$ cat src/rtl/keypad_entry_buffer.sv
// Debounces the scanner's held key code and turns each accepted press into one
// digit push, backspace or enter; completed entries leave over valid/ready.
//
// state      | meaning
// S_IDLE     | no key held, waiting for a non-none code
// S_DEBOUNCE | candidate code seen, counting consecutive matching samples
// S_PRESSED  | press accepted and acted on, waiting for the key to go away
// S_RELEASE  | key gone, counting consecutive none samples before re-arming
module keypad_entry_buffer #(
    parameter  int DIGITS     = 4,
    parameter  int STABLE_CYC = 8000,
    localparam int CW         = $clog2(DIGITS + 1),
    localparam int DW         = 4 * DIGITS
) (
    input  logic          sys_clk,
    input  logic          sys_rst_n,
    input  logic [3:0]    key_code,
    output logic [DW-1:0] digits,
    output logic [CW-1:0] digit_cnt,
    output logic          key_event,
    output logic [3:0]    key_value,
    output logic          err,
    output logic          commit_valid,
    output logic [DW-1:0] commit_data,
    output logic [CW-1:0] commit_len,
    input  logic          commit_ready
);

    localparam int            SW        = $clog2(STABLE_CYC + 1);
    localparam logic [SW-1:0] STAB_LAST = SW'(STABLE_CYC - 1);
    localparam logic [CW-1:0] CNT_FULL  = CW'(DIGITS);
    localparam logic [DW-1:0] BLANK     = {DIGITS{4'hF}};

    typedef enum logic [1:0] {S_IDLE, S_DEBOUNCE, S_PRESSED, S_RELEASE} state_t;

    state_t        state, state_nxt;
    logic [SW-1:0] stab_cnt, stab_nxt;
    logic [3:0]    cand, cand_nxt;
    logic          fire;

    logic [DW-1:0] digits_nxt, cdata_nxt;
    logic [CW-1:0] cnt_nxt, clen_nxt;
    logic          kev_nxt, err_nxt, cvalid_nxt;
    logic [3:0]    kval_nxt, dval;

    logic key_none, at_last;

    assign key_none = (key_code == 4'hF) || (key_code == 4'h0) ||
                      (key_code == 4'hD) || (key_code == 4'hE);
    assign at_last  = (stab_cnt == STAB_LAST);
    assign dval     = (cand == 4'hB) ? 4'h0 : cand;

    always_ff @(posedge sys_clk) begin
        if (!sys_rst_n) begin
            state        <= S_IDLE;
            stab_cnt     <= '0;
            cand         <= 4'hF;
            digits       <= BLANK;
            digit_cnt    <= '0;
            key_event    <= 1'b0;
            key_value    <= 4'hF;
            err          <= 1'b0;
            commit_valid <= 1'b0;
            commit_data  <= BLANK;
            commit_len   <= '0;
        end else begin
            state        <= state_nxt;
            stab_cnt     <= stab_nxt;
            cand         <= cand_nxt;
            digits       <= digits_nxt;
            digit_cnt    <= cnt_nxt;
            key_event    <= kev_nxt;
            key_value    <= kval_nxt;
            err          <= err_nxt;
            commit_valid <= cvalid_nxt;
            commit_data  <= cdata_nxt;
            commit_len   <= clen_nxt;
        end
    end

    always_comb begin
        state_nxt = state;
        stab_nxt  = stab_cnt;
        cand_nxt  = cand;
        fire      = 1'b0;
        case (state)
            S_IDLE: begin
                if (!key_none) begin
                    cand_nxt  = key_code;
                    stab_nxt  = SW'(1);
                    state_nxt = S_DEBOUNCE;
                end
            end
            S_DEBOUNCE: begin
                if (key_none) begin
                    state_nxt = S_IDLE;
                end else if (key_code == cand) begin
                    if (at_last) begin
                        fire      = 1'b1;
                        state_nxt = S_PRESSED;
                    end else begin
                        stab_nxt = stab_cnt + SW'(1);
                    end
                end else begin
                    cand_nxt = key_code;
                    stab_nxt = SW'(1);
                end
            end
            S_PRESSED: begin
                if (key_none) begin
                    stab_nxt  = SW'(1);
                    state_nxt = S_RELEASE;
                end
            end
            S_RELEASE: begin
                if (!key_none) begin
                    state_nxt = S_PRESSED;
                end else if (at_last) begin
                    state_nxt = S_IDLE;
                end else begin
                    stab_nxt = stab_cnt + SW'(1);
                end
            end
            default: state_nxt = S_IDLE;
        endcase
    end

    // Action datapath: evaluated only on the edge the press is accepted.
    always_comb begin
        digits_nxt = digits;
        cnt_nxt    = digit_cnt;
        cdata_nxt  = commit_data;
        clen_nxt   = commit_len;
        cvalid_nxt = commit_valid && !commit_ready;
        kev_nxt    = fire;
        kval_nxt   = fire ? cand : key_value;
        err_nxt    = 1'b0;
        if (fire) begin
            if (commit_valid) begin
                err_nxt = 1'b1;
            end else if (cand == 4'hA) begin
                if (digit_cnt != '0) begin
                    digits_nxt = DW'({4'hF, digits} >> 4);
                    cnt_nxt    = digit_cnt - CW'(1);
                end else begin
                    err_nxt = 1'b1;
                end
            end else if (cand == 4'hC) begin
                if (digit_cnt != '0) begin
                    cdata_nxt  = digits;
                    clen_nxt   = digit_cnt;
                    cvalid_nxt = 1'b1;
                    digits_nxt = BLANK;
                    cnt_nxt    = '0;
                end else begin
                    err_nxt = 1'b1;
                end
            end else begin
                if (digit_cnt < CNT_FULL) begin
                    digits_nxt = DW'({digits, dval});
                    cnt_nxt    = digit_cnt + CW'(1);
                end else begin
                    err_nxt = 1'b1;
                end
            end
        end
    end

endmodule
$ cat config.mk
export PLATFORM = sky130hd
export DESIGN_NAME = keypad_entry_buffer
export DESIGN_NICKNAME = d
export VERILOG_FILES = /design/src/rtl/keypad_entry_buffer.sv
export SDC_FILE = /design/constraint.sdc
export NUM_CORES = 1
export LEC_CHECK = 0
export BUFFER_PORTS_ARGS = -buffer_cell sky130_fd_sc_hd__buf_2
export CAP_MARGIN = 20
export CORE_MARGIN = 2
export CORE_UTILIZATION = 45
export DETAILED_ROUTE_END_ITERATION = 6
export GPL_TIMING_DRIVEN = 1
export PLACE_DENSITY = 0.66
export SLEW_MARGIN = 40
export SYNTH_ARGS = -nofsm -noshare
export SYNTH_HDL_FRONTEND = slang
export SYNTH_SLANG_ARGS = --single-unit
$ cat constraint.sdc
create_clock -name sys_clk -period 5.6 [get_ports sys_clk]
set_clock_uncertainty 0.05 [all_clocks]
set_input_delay 1.12 -clock sys_clk [delete_from_list [all_inputs] [get_ports sys_clk]]
set_output_delay 1.12 -clock sys_clk [all_outputs]
set_load 0.02 [all_outputs]
==> results of run 1 <==
flip-flops by register name, summed over array words and instances, names as in the netlist, named ones only:
register	cells
err	1
state	1
commit_valid	1
digits	16
commit_len	3
key_event	1
cand	4
key_value	4
commit_data	16
digit_cnt	3
stab_cnt	13
layout make-up:
cell class	count	area (um2)	share of cell area
multi-input combinational	241	1670	0.470
sequential	64	1280	0.361
timing repair buffer	53	270	0.0761
clock buffer	10	138	0.0387
tap	80	100	0.0282
clock inverter	6	67.6	0.0190
inverter	7	26.3	0.00739
logic make-up after synthesis:
logic type	share of synthesized area
buf+inv	0.0478
compound gates	0.157
mux	0.104
flops	0.415
xor+xnor	0.0340
simple gates	0.227
fa+ha+maj	0.0162
critical path, delay by kind of cell:
family | cells | cell delay (ns)
simple gates | 3 | 1.18
buf+inv | 2 | 0.51
compound gates | 1 | 0.30
mux | 1 | 0.22
worst paths after layout:
| kind | from | endpoint | slack [ns] | cells past startpoint |
|---|---|---|---|---|
| worst min register to register | commit_len[2] | commit_len[2] | 0.40 | 2 |
| worst min-delay path | commit_len[2] | commit_len[2] | 0.40 | 2 |
| worst max register to register | stab_cnt[2] | commit_data[0] | 2.68 | 6 |
| worst max-delay path | key_code[0] | commit_data[0] | 2.49 | 7 |
through the flow:
step / area [um2] / std cells / hold slack (ns)
2_1_floorplan: 3090 / 336 / 0.433
3_3_place_gp: 3340 / 445 / 0.399
3_5_place_dp: 3340 / 445 / 0.395
4_1_cts: 3540 / 461 / 0.406
5_1_grt: 3550 / 461 / 0.430
6_report: 3550 / 461 / 0.403
power groups by stage:
stage / clock network [mW] / registers [mW] / logic (mW)
after CTS: 0.417 / 0.468 / 0.0500
after detailed placement: 0 / 0.478 / 0.0498
after global placement: 0 / 0.478 / 0.0492
after floorplan: 0 / 0.471 / 0.0464
after global routing: 0.437 / 0.469 / 0.0559
final: 0.406 / 0.468 / 0.0503
placed cells by master, fill, tap and decap left out, types with 5 or more instances in the layout:
master	count
o21ai_0	8
nor2_1	50
o22ai_1	7
xnor2_1	8
o21a_1	11
buf_2	51
a21oi_1	8
clkbuf_8	10
inv_1	7
nand3_1	13
dfxtp_1	64
mux2i_1	32
a31oi_1	11
nand2_1	27
o211ai_1	5
a211oi_1	5
metal layers:
| metal | share of wire | vias to the layer above | routed length [um] | track usage |
|---|---|---|---|---|
| met1 | 0.48 | 1199 | 3290 | 0.263 |
| li1 | - | 1289 | - | - |
| met5 | 0 | - | 0 | 0 |
| met3 | 0.054 | 6 | 368 | 0.0607 |
| met2 | 0.46 | 65 | 3130 | 0.280 |
| met4 | 0.011 | 0 | 76 | 0.0611 |
==> flow_summary.toml, run 1 <==
[synthesis]
avgSynthCellArea_um2 = 9.19
netlist_top_cells_count = "dfxtp_1, nor2_1, mux2i_1"
synth_enable_flop_cells = 0
synthFlopType = "dfxtp_1"
synth_top_cell_by_area = "dfxtp_1"
synth.distinct_cells = 52
synth-seq-area-share = 0.415
ys_ff_latch = 64
synth_top_area_frac = 0.415
synth_nets = 347
async_flop_share = 0
netlist_instances = 336
synth.area.top_cells = "dfxtp_1, mux2i_1, nor2_1"
yosys.cell_count.top_type = "dfxtp_1"
yosysWarnings = 0
syn_area_um2 = 3090

[clock_tree]
cts-htree-levels = 3
clk_path_buf_depth = 2
cts_buffers = 9
clkTransAtPathRegs_ns = 0.07
cts_root_buf = "clkbuf_8"
ctsResizeCount = 0
cts_tree = "yes"
post_cts.repair.setup_buffers = 0
cts_sinks = 64
clock_latency_ns = 0.34
cts_hold_buf = 0

[power]
p_switching_uw = 230
power.total_uw = 924
power_frac_clock = 0.439
swShare = 0.249
p_per_area_nw_per_um2 = 260
p_seq_frac = 0.507
power_leakage_nw = 1.23
ir_drop_v = 0.000199
internal_power_uw = 694
comb_power_share = 0.054

[sta]
period_needed_ns = 3.11
fin_crit_sh = 0.556
drv_slew = 0
final-setup-viol-count = 0
fin_setup_tns_ns = 0
worst_slew_pin_slew_ns = 0.808
rsz0062_at_grt = "no"
fmax_mhz = 321
final_hold_viol_count = 0
slew_headroom = 0.457
worst_slack_ns = 2.49

[grt]
grt_usage = 0.190
first_global_vias = 2306
grt_max_degree = 33
overflow = 0
antenna_found_initial = 0
grt_pass1_wl_um = 11200

[route]
dr_total_vias = 2559
routed_wirelength_um = 6870
viasPerCell = 5.55
dr.pass1.iters = 6
routedWlPerCell_um = 14.9
postRouteAntennaNets = 0
drc_errors = 0
first_iter_violations = 154

[floorplan]
num_io_pins = 52
dieArea_um2 = 7540
rows = 30
core_area_um2 = 6720
die_w_um = 86.9
die_height_um = 86.9
initial_utilization = 0.460

[setup_path]
critPathMaxStageDelay_ns = 0.46
startpoint_type = "primary input"
critPathMaxFanout = 15
slowest_stage = "nor4_4"
crit_type = "in2reg"
crit_chain = "buf_2, o211a_1, nor3_4, nand4_4, nor4_4, buf_4, mux2i_1"
arrival_ns = 3.33
cp-end-kind = "register"
crit_required_ns = 5.82

[layout]
antenna_cells = 0
fillerInstances = 624
synthToLayoutAreaGrowth_pct = 15.0
finalNetCount = 387
fin_util = 0.529
drive_gt1_frac = 0.226

[placement]
place_congestion = 0.784
hpwlAfterDp_um = 4780
numPortBuffers = 51
post-place-ws_ns = 2.14

[outcome]
status = "finished clean"

[job]
drv_cap = 0

[hold_path]
hold_path.class = "reg2reg"
(Power assumes the default switching activity.)
==> run 2: changes to the inputs <==
--- a/config.mk
+++ b/config.mk
@@ -5,6 +5,7 @@
 export SDC_FILE = /design/constraint.sdc
 export NUM_CORES = 1
 export LEC_CHECK = 0
+export ABC_AREA = 1
 export BUFFER_PORTS_ARGS = -buffer_cell sky130_fd_sc_hd__buf_2
 export CAP_MARGIN = 20
 export CORE_MARGIN = 2
==> constraint.sdc (replaced) <==
create_clock -name sys_clk -period 3.25 [get_ports sys_clk]
set_clock_uncertainty 0.05 [all_clocks]
set_input_delay 0.65 -clock sys_clk [delete_from_list [all_inputs] [get_ports sys_clk]]
set_output_delay 0.65 -clock sys_clk [all_outputs]
set_load 0.02 [all_outputs]
==> run 2 against run 1 <==
Compared with the run above: sequential share of layout area is 1.5 points lower; global-route usage is 2.1 points higher; register-to-register slack worse by 1.7 ns; sequential power is 74% higher; die area is 2.2% higher; total power is 93% higher; synthesized area is 2.3% higher; non-clock buffer count is 2 higher.
==> flow_summary.toml, run 2 <==
[outcome]
status = "finished clean"

[clock_tree]
post_cts.repair.setup_buffers = 0
ctsResizeCount = 0
cts-htree-levels = 3
clk_path_buf_depth = 2
cts_tree = "yes"
clock_latency_ns = 0.34
cts_root_buf = "clkbuf_8"
clkTransAtPathRegs_ns = 0.06
cts_buffers = 9
cts_hold_buf = 0
cts_sinks = 64

[placement]
dp_cells = 593
hpwlAfterDp_um = 5330
numPortBuffers = 51
place_congestion = 0.852
placement.cell_area_um2 = 3470
post-place-ws_ns = 0.880

[sta]
fmax_mhz = 445
period_needed_ns = 2.24
worst_slack_ns = 1.01
rsz0062_at_grt = "no"
drv_slew = 0
final_hold_viol_count = 0
final-setup-viol-count = 0
fin_setup_tns_ns = 0
slew_headroom = 0.686
worst_slew_pin_slew_ns = 0.470
timing.hold.ws_ns = 0.418
fin_crit_sh = 0.691

[synthesis]
avgSynthCellArea_um2 = 6.89
synth_top_family_by_area = "simple AND/OR/NAND/NOR gates"
synth-simple-area-share = 0.412
syn_area_um2 = 3160
synthFlopType = "dfxtp_1"
synth.distinct_cells = 36
ys_ff_latch = 64
netlist_top_cells_count = "nand2_1, nand3_1, dfxtp_1"
synthMuxAreaShare = 0
synth-seq-area-share = 0.405
synth_enable_flop_cells = 0
yosys.area_share.xor_xnor = 0.00277
yosys.cell_count.top_type = "nand2_1"
netlist_instances = 459
synth_nets = 470
async_flop_share = 0
synth_top_cell_by_area = "dfxtp_1"
synthAdderAreaFrac = 0.0158
synth.area.top_cells = "dfxtp_1, nand2_1, nand3_1"
synth_top_area_frac = 0.405
yosysWarnings = 0
synth-compound-area-share = 0.0776

[layout]
antenna_cells = 0
synthToLayoutAreaGrowth_pct = 17.3
final_cells = 608
layout_commonest_cell = "nand2_1"
finalNetCount = 519
final_cell_mix = "nand2_1, nand3_1, dfxtp_1"
fillerInstances = 673
stdcell_area_um2 = 3710
reg_top3 = "commit_data: 16 flops, digits: 16 flops, stab_cnt: 13 flops"
drive_gt1_frac = 0.197

[route]
viasPerCell = 5.05
drc_errors = 0
dr_total_vias = 3071
routed_wirelength_um = 7530
postRouteAntennaNets = 0
routedWlPerCell_um = 12.4
dr.pass1.iters = 4
first_iter_violations = 121

[setup_path]
critPathMaxFanout = 16
arrival_ns = 2.47
r2r_end = "commit_data[10]"
rrSetupSlack_ns = 1.01
cp-end-kind = "register"
worst_r2r_path_depth = 9
crit_type = "reg2reg"
crit_required_ns = 3.48
startpoint_type = "register"
reg2reg_from = "stab_cnt[0]"

[hold_path]
hold_start = "commit_data[13]"
holdPathStages = 2
hold_path.class = "reg2reg"
min_to = "commit_data[13]"

[floorplan]
core_area_um2 = 6790
rows = 30
die_height_um = 87.8
die_w_um = 87.8
num_io_pins = 52
initial_utilization = 0.465
dieArea_um2 = 7710

[grt]
antenna_found_initial = 0
overflow = 0
grt_usage = 0.211
first_global_vias = 2794
grt_pass1_wl_um = 12800
grt_max_degree = 37

[power]
ir_drop_v = 0.000337
p_per_area_nw_per_um2 = 480
power_leakage_nw = 1.74

[job]
drv_cap = 0
## run 2: cell type report
| type | count | area [um2] | area share |
|---|---|---|---|
| clock buffers | 13 | 179 | 0.0483 |
| clock inverters | 2 | 60.1 | 0.0162 |
| inverters | 45 | 174 | 0.0469 |
| multi-input cells | 333 | 1610 | 0.434 |
| flip-flops and latches | 64 | 1280 | 0.346 |
| well taps | 96 | 120 | 0.0324 |
| repair buffers | 55 | 285 | 0.0769 |
## run 2: critical path, stage by stage (launching register included)
cell and delay (ns):
dfxtp_1 0.37, ha_1 0.26, nand3_1 0.11, nor2_2 0.18, nand3_1 0.17, nor2_4 0.23, nand2_1 0.26, inv_2 0.31
nand3_1 0.15, nand3_1 0.09
## run 2: worst max path at each step
stage                     depth (start not counted)          from  slack, ns              end
after global placement                           10   key_code[0]       0.90  commit_data[10]
after floorplan                                   9  digit_cnt[0]       1.38  commit_data[10]
after detailed placement                         10   key_code[0]       0.88  commit_data[10]
after CTS                                         9   stab_cnt[0]       0.99  commit_data[10]
final                                             9   stab_cnt[0]       1.01  commit_data[10]
after global routing                              9   stab_cnt[0]       0.69  commit_data[10]
## run 2: logic make-up (layout without fill, tap and decap cells)
kind of cell	count (synthesis)	after routing
AO/OA/AOI/OAI	40	40
XOR/XNOR	1	1
adder cells (fa/ha/maj)	4	4
buffers and inverters	62	115
flip-flops	64	64
AND/OR/NAND/NOR	288	288
## run 2: per-stage QoR
| step | utilization | power, mW |
|---|---|---|
| after floorplan | - | 0.942 |
| after global placement | 0.510 | 0.977 |
| after detailed placement | 0.510 | 0.982 |
| after CTS | 0.546 | 1.79 |
| after global routing | 0.546 | 1.87 |
| final | 0.546 | 1.78 |
## run 2: per-layer routing
| metal | track usage | vias up | part of all wire |
|---|---|---|---|
| met1 | 0.262 | 1412 | 0.46 |
| met2 | 0.354 | 61 | 0.48 |
| met4 | 0.0699 | 0 | 0.015 |
| li1 | - | 1590 | - |
| met5 | 0 | - | 0 |
| met3 | 0.0594 | 8 | 0.039 |
## run 2: power breakdown
group / total, mW / switching, mW / internal, mW
registers: 0.814 / 0.0176 / 0.796
clock network: 0.815 / 0.303 / 0.512
logic: 0.150 / 0.107 / 0.0433
==> run 3: changes to the inputs <==
--- a/config.mk
+++ b/config.mk
@@ -5,14 +5,14 @@
 export SDC_FILE = /design/constraint.sdc
 export NUM_CORES = 1
 export LEC_CHECK = 0
-export ABC_AREA = 1
+export ABC_AREA = 0
 export BUFFER_PORTS_ARGS = -buffer_cell sky130_fd_sc_hd__buf_2
 export CAP_MARGIN = 20
 export CORE_MARGIN = 2
 export CORE_UTILIZATION = 45
 export DETAILED_ROUTE_END_ITERATION = 6
 export GPL_TIMING_DRIVEN = 1
-export PLACE_DENSITY = 0.66
+export PLACE_DENSITY = 0.69
 export SLEW_MARGIN = 40
 export SYNTH_ARGS = -nofsm -noshare
 export SYNTH_HDL_FRONTEND = slang
==> constraint.sdc (replaced) <==
create_clock -name sys_clk -period 1.9 [get_ports sys_clk]
set_clock_uncertainty 0.05 [all_clocks]
set_input_delay 0.38 -clock sys_clk [delete_from_list [all_inputs] [get_ports sys_clk]]
set_output_delay 0.38 -clock sys_clk [all_outputs]
set_load 0.02 [all_outputs]
==> run 3 against run 2 <==
Compared with the run above: the run now ends with setup timing left; clock power increased by 46%; first-iteration DRC count is the same; flip-flop and latch count stayed put; worst hold slack got worse by 0.12 ns; via count down 7.5%; sequential share of layout area decreased by 3.0 points; worst setup slack worse by 1.1 ns; clock-buffer cell count is 2 lower; global-route usage grew 0.89 points; total power is 56% higher; core utilization up 6.7 points.
==> flow_summary.toml, run 3 (same netlist as run 1, synthesis figures left out) <==
[sta]
final-setup-viol-count = 22
fmax_mhz = 509
drv_slew = 0
rsz0062_at_grt = "yes"
slew_headroom = 0.707
worst_slack_ns = -0.0635
period_needed_ns = 1.96
fin_crit_sh = 1.03
final_hold_viol_count = 0
fin_setup_tns_ns = -0.337
worst_slew_pin_slew_ns = 0.434

[clock_tree]
cts-htree-levels = 3
cts_tree = "yes"
cts_buffers = 9
clk_path_buf_depth = 2
clock_latency_ns = 0.34
cts_root_buf = "clkbuf_8"
clkTransAtPathRegs_ns = 0.07
cts_sinks = 64

[job]
drv_cap = 0

[outcome]
violations = "setup timing"
status = "finished with violations"

[power]
power_leakage_nw = 1.55
p_per_area_nw_per_um2 = 673
power.total_mw = 2.77
ir_drop_v = 0.000415

[placement]
hpwlAfterDp_um = 5630
post-place-ws_ns = -0.198
place_congestion = 0.876
placement.cell_area_um2 = 3750
numPortBuffers = 51

[setup_path]
critPathMaxStageDelay_ns = 0.34
crit_buf_inv = 3
crit_chain = "nand4_1, nor4_4, buf_4, nand4_4, nor4_4, buf_4, buf_12, mux2i_1"
cp-end-kind = "register"
crit_type = "reg2reg"
slowest_stage = "dfxtp_2"
startpoint_type = "register"
critPathMaxFanout = 8
arrival_ns = 2.18
crit_required_ns = 2.12
critical_path.top_delay_family = "simple AND/OR/NAND/NOR gates"

[floorplan]
die_w_um = 86.9
dieArea_um2 = 7540
die_height_um = 86.9
core_area_um2 = 6720
initial_utilization = 0.460
rows = 30
num_io_pins = 52

[grt]
overflow = 0
grt_pass1_wl_um = 13000
antenna_found_initial = 0
grt_usage = 0.220
grt_max_degree = 26
first_global_vias = 2717

[hold_path]
hold_path.class = "in2reg"

[route]
dr_total_vias = 2842
first_iter_violations = 121
routedWlPerCell_um = 15.4
routed_wirelength_um = 7960
viasPerCell = 5.50
drc_errors = 0
postRouteAntennaNets = 0
dr.pass1.iters = 4

[layout]
synthToLayoutAreaGrowth_pct = 33.3
drive_gt1_frac = 0.371
finalNetCount = 443
layout_commonest_cell = "buf_2"
final_cell_mix = "buf_2, nor2_1, dfxtp_1"
fillerInstances = 591
antenna_cells = 0
reg_top3 = "commit_data: 16 flops, digits: 16 flops, stab_cnt: 13 flops"
stdcell_area_um2 = 4120
run 3: cell types whose count changed in the layout (fill, tap and decap cells not counted), sizes merged, moves of 5 or more:
cell	delta
buf	+53
mux2i	+32
o22ai	+6
a21oi	-7
a211oi	+5
inv	-37
o21a	+11
nand2	-116
nand3	-63
a31oi	+9
xnor2	+8
nor4	+5
run 3: power by group:
part	switching, mW	leakage (nW)	total (mW)	internal (mW)
Combinational	0.122	0.924	0.208	0.0861
Clock	0.550	0.0993	1.19	0.640
Sequential	0.0224	0.524	1.38	1.35
run 3: worst reg2reg max path, cell delays in order (launching register included):
cell	delay (ns)
dfxtp_2	0.34
nand4_1	0.22
nor4_4	0.27
buf_4	0.18
nand4_4	0.13
nor4_4	0.19
buf_4	0.18
buf_12	0.14
mux2i_1	0.21
run 3: metal layers:
metal  up-vias  global-route usage  share of wire
met1      1346               0.287           0.46
met5         -                   0              0
met3        12              0.0360          0.043
li1       1397                   -              -
met2        87               0.352           0.47
met4         0               0.109          0.018
run 3: final timing paths:
check	start	endpoint	slack (ns)	cells past startpoint
min reg2reg	commit_len[0]	commit_len[0]	0.41	2
max reg2reg	stab_cnt[11]	commit_len[2]	-0.06	8
max	stab_cnt[11]	commit_len[2]	-0.06	8
min	commit_ready	commit_valid	0.30	3
run 3: through the flow:
step / utilization / hold WS (ns) / std cells
floorplan: - / 0.433 / 336
CTS: 0.602 / 0.295 / 512
detailed placement: 0.559 / 0.401 / 492
finish: 0.613 / 0.302 / 517
global placement: 0.559 / 0.391 / 492
global route: 0.613 / 0.305 / 517
run 3: cell type report:
type	instances	area (um2)	area share
sequential	64	1300	0.316
clock inverter	5	56.3	0.0137
timing repair buffer	109	768	0.187
multi-input combinational	241	1730	0.419
tap	80	100	0.0243
inverter	7	26.3	0.00638
clock buffer	11	141	0.0343
run 3: timing repair:
item	4_1_cts	5_1_grt
cloned	1	0
endpoints found under the setup margin	44	45
hold buffers	0	0
pin swaps	4	12
setup buffers	4	5
resized for setup	9	19
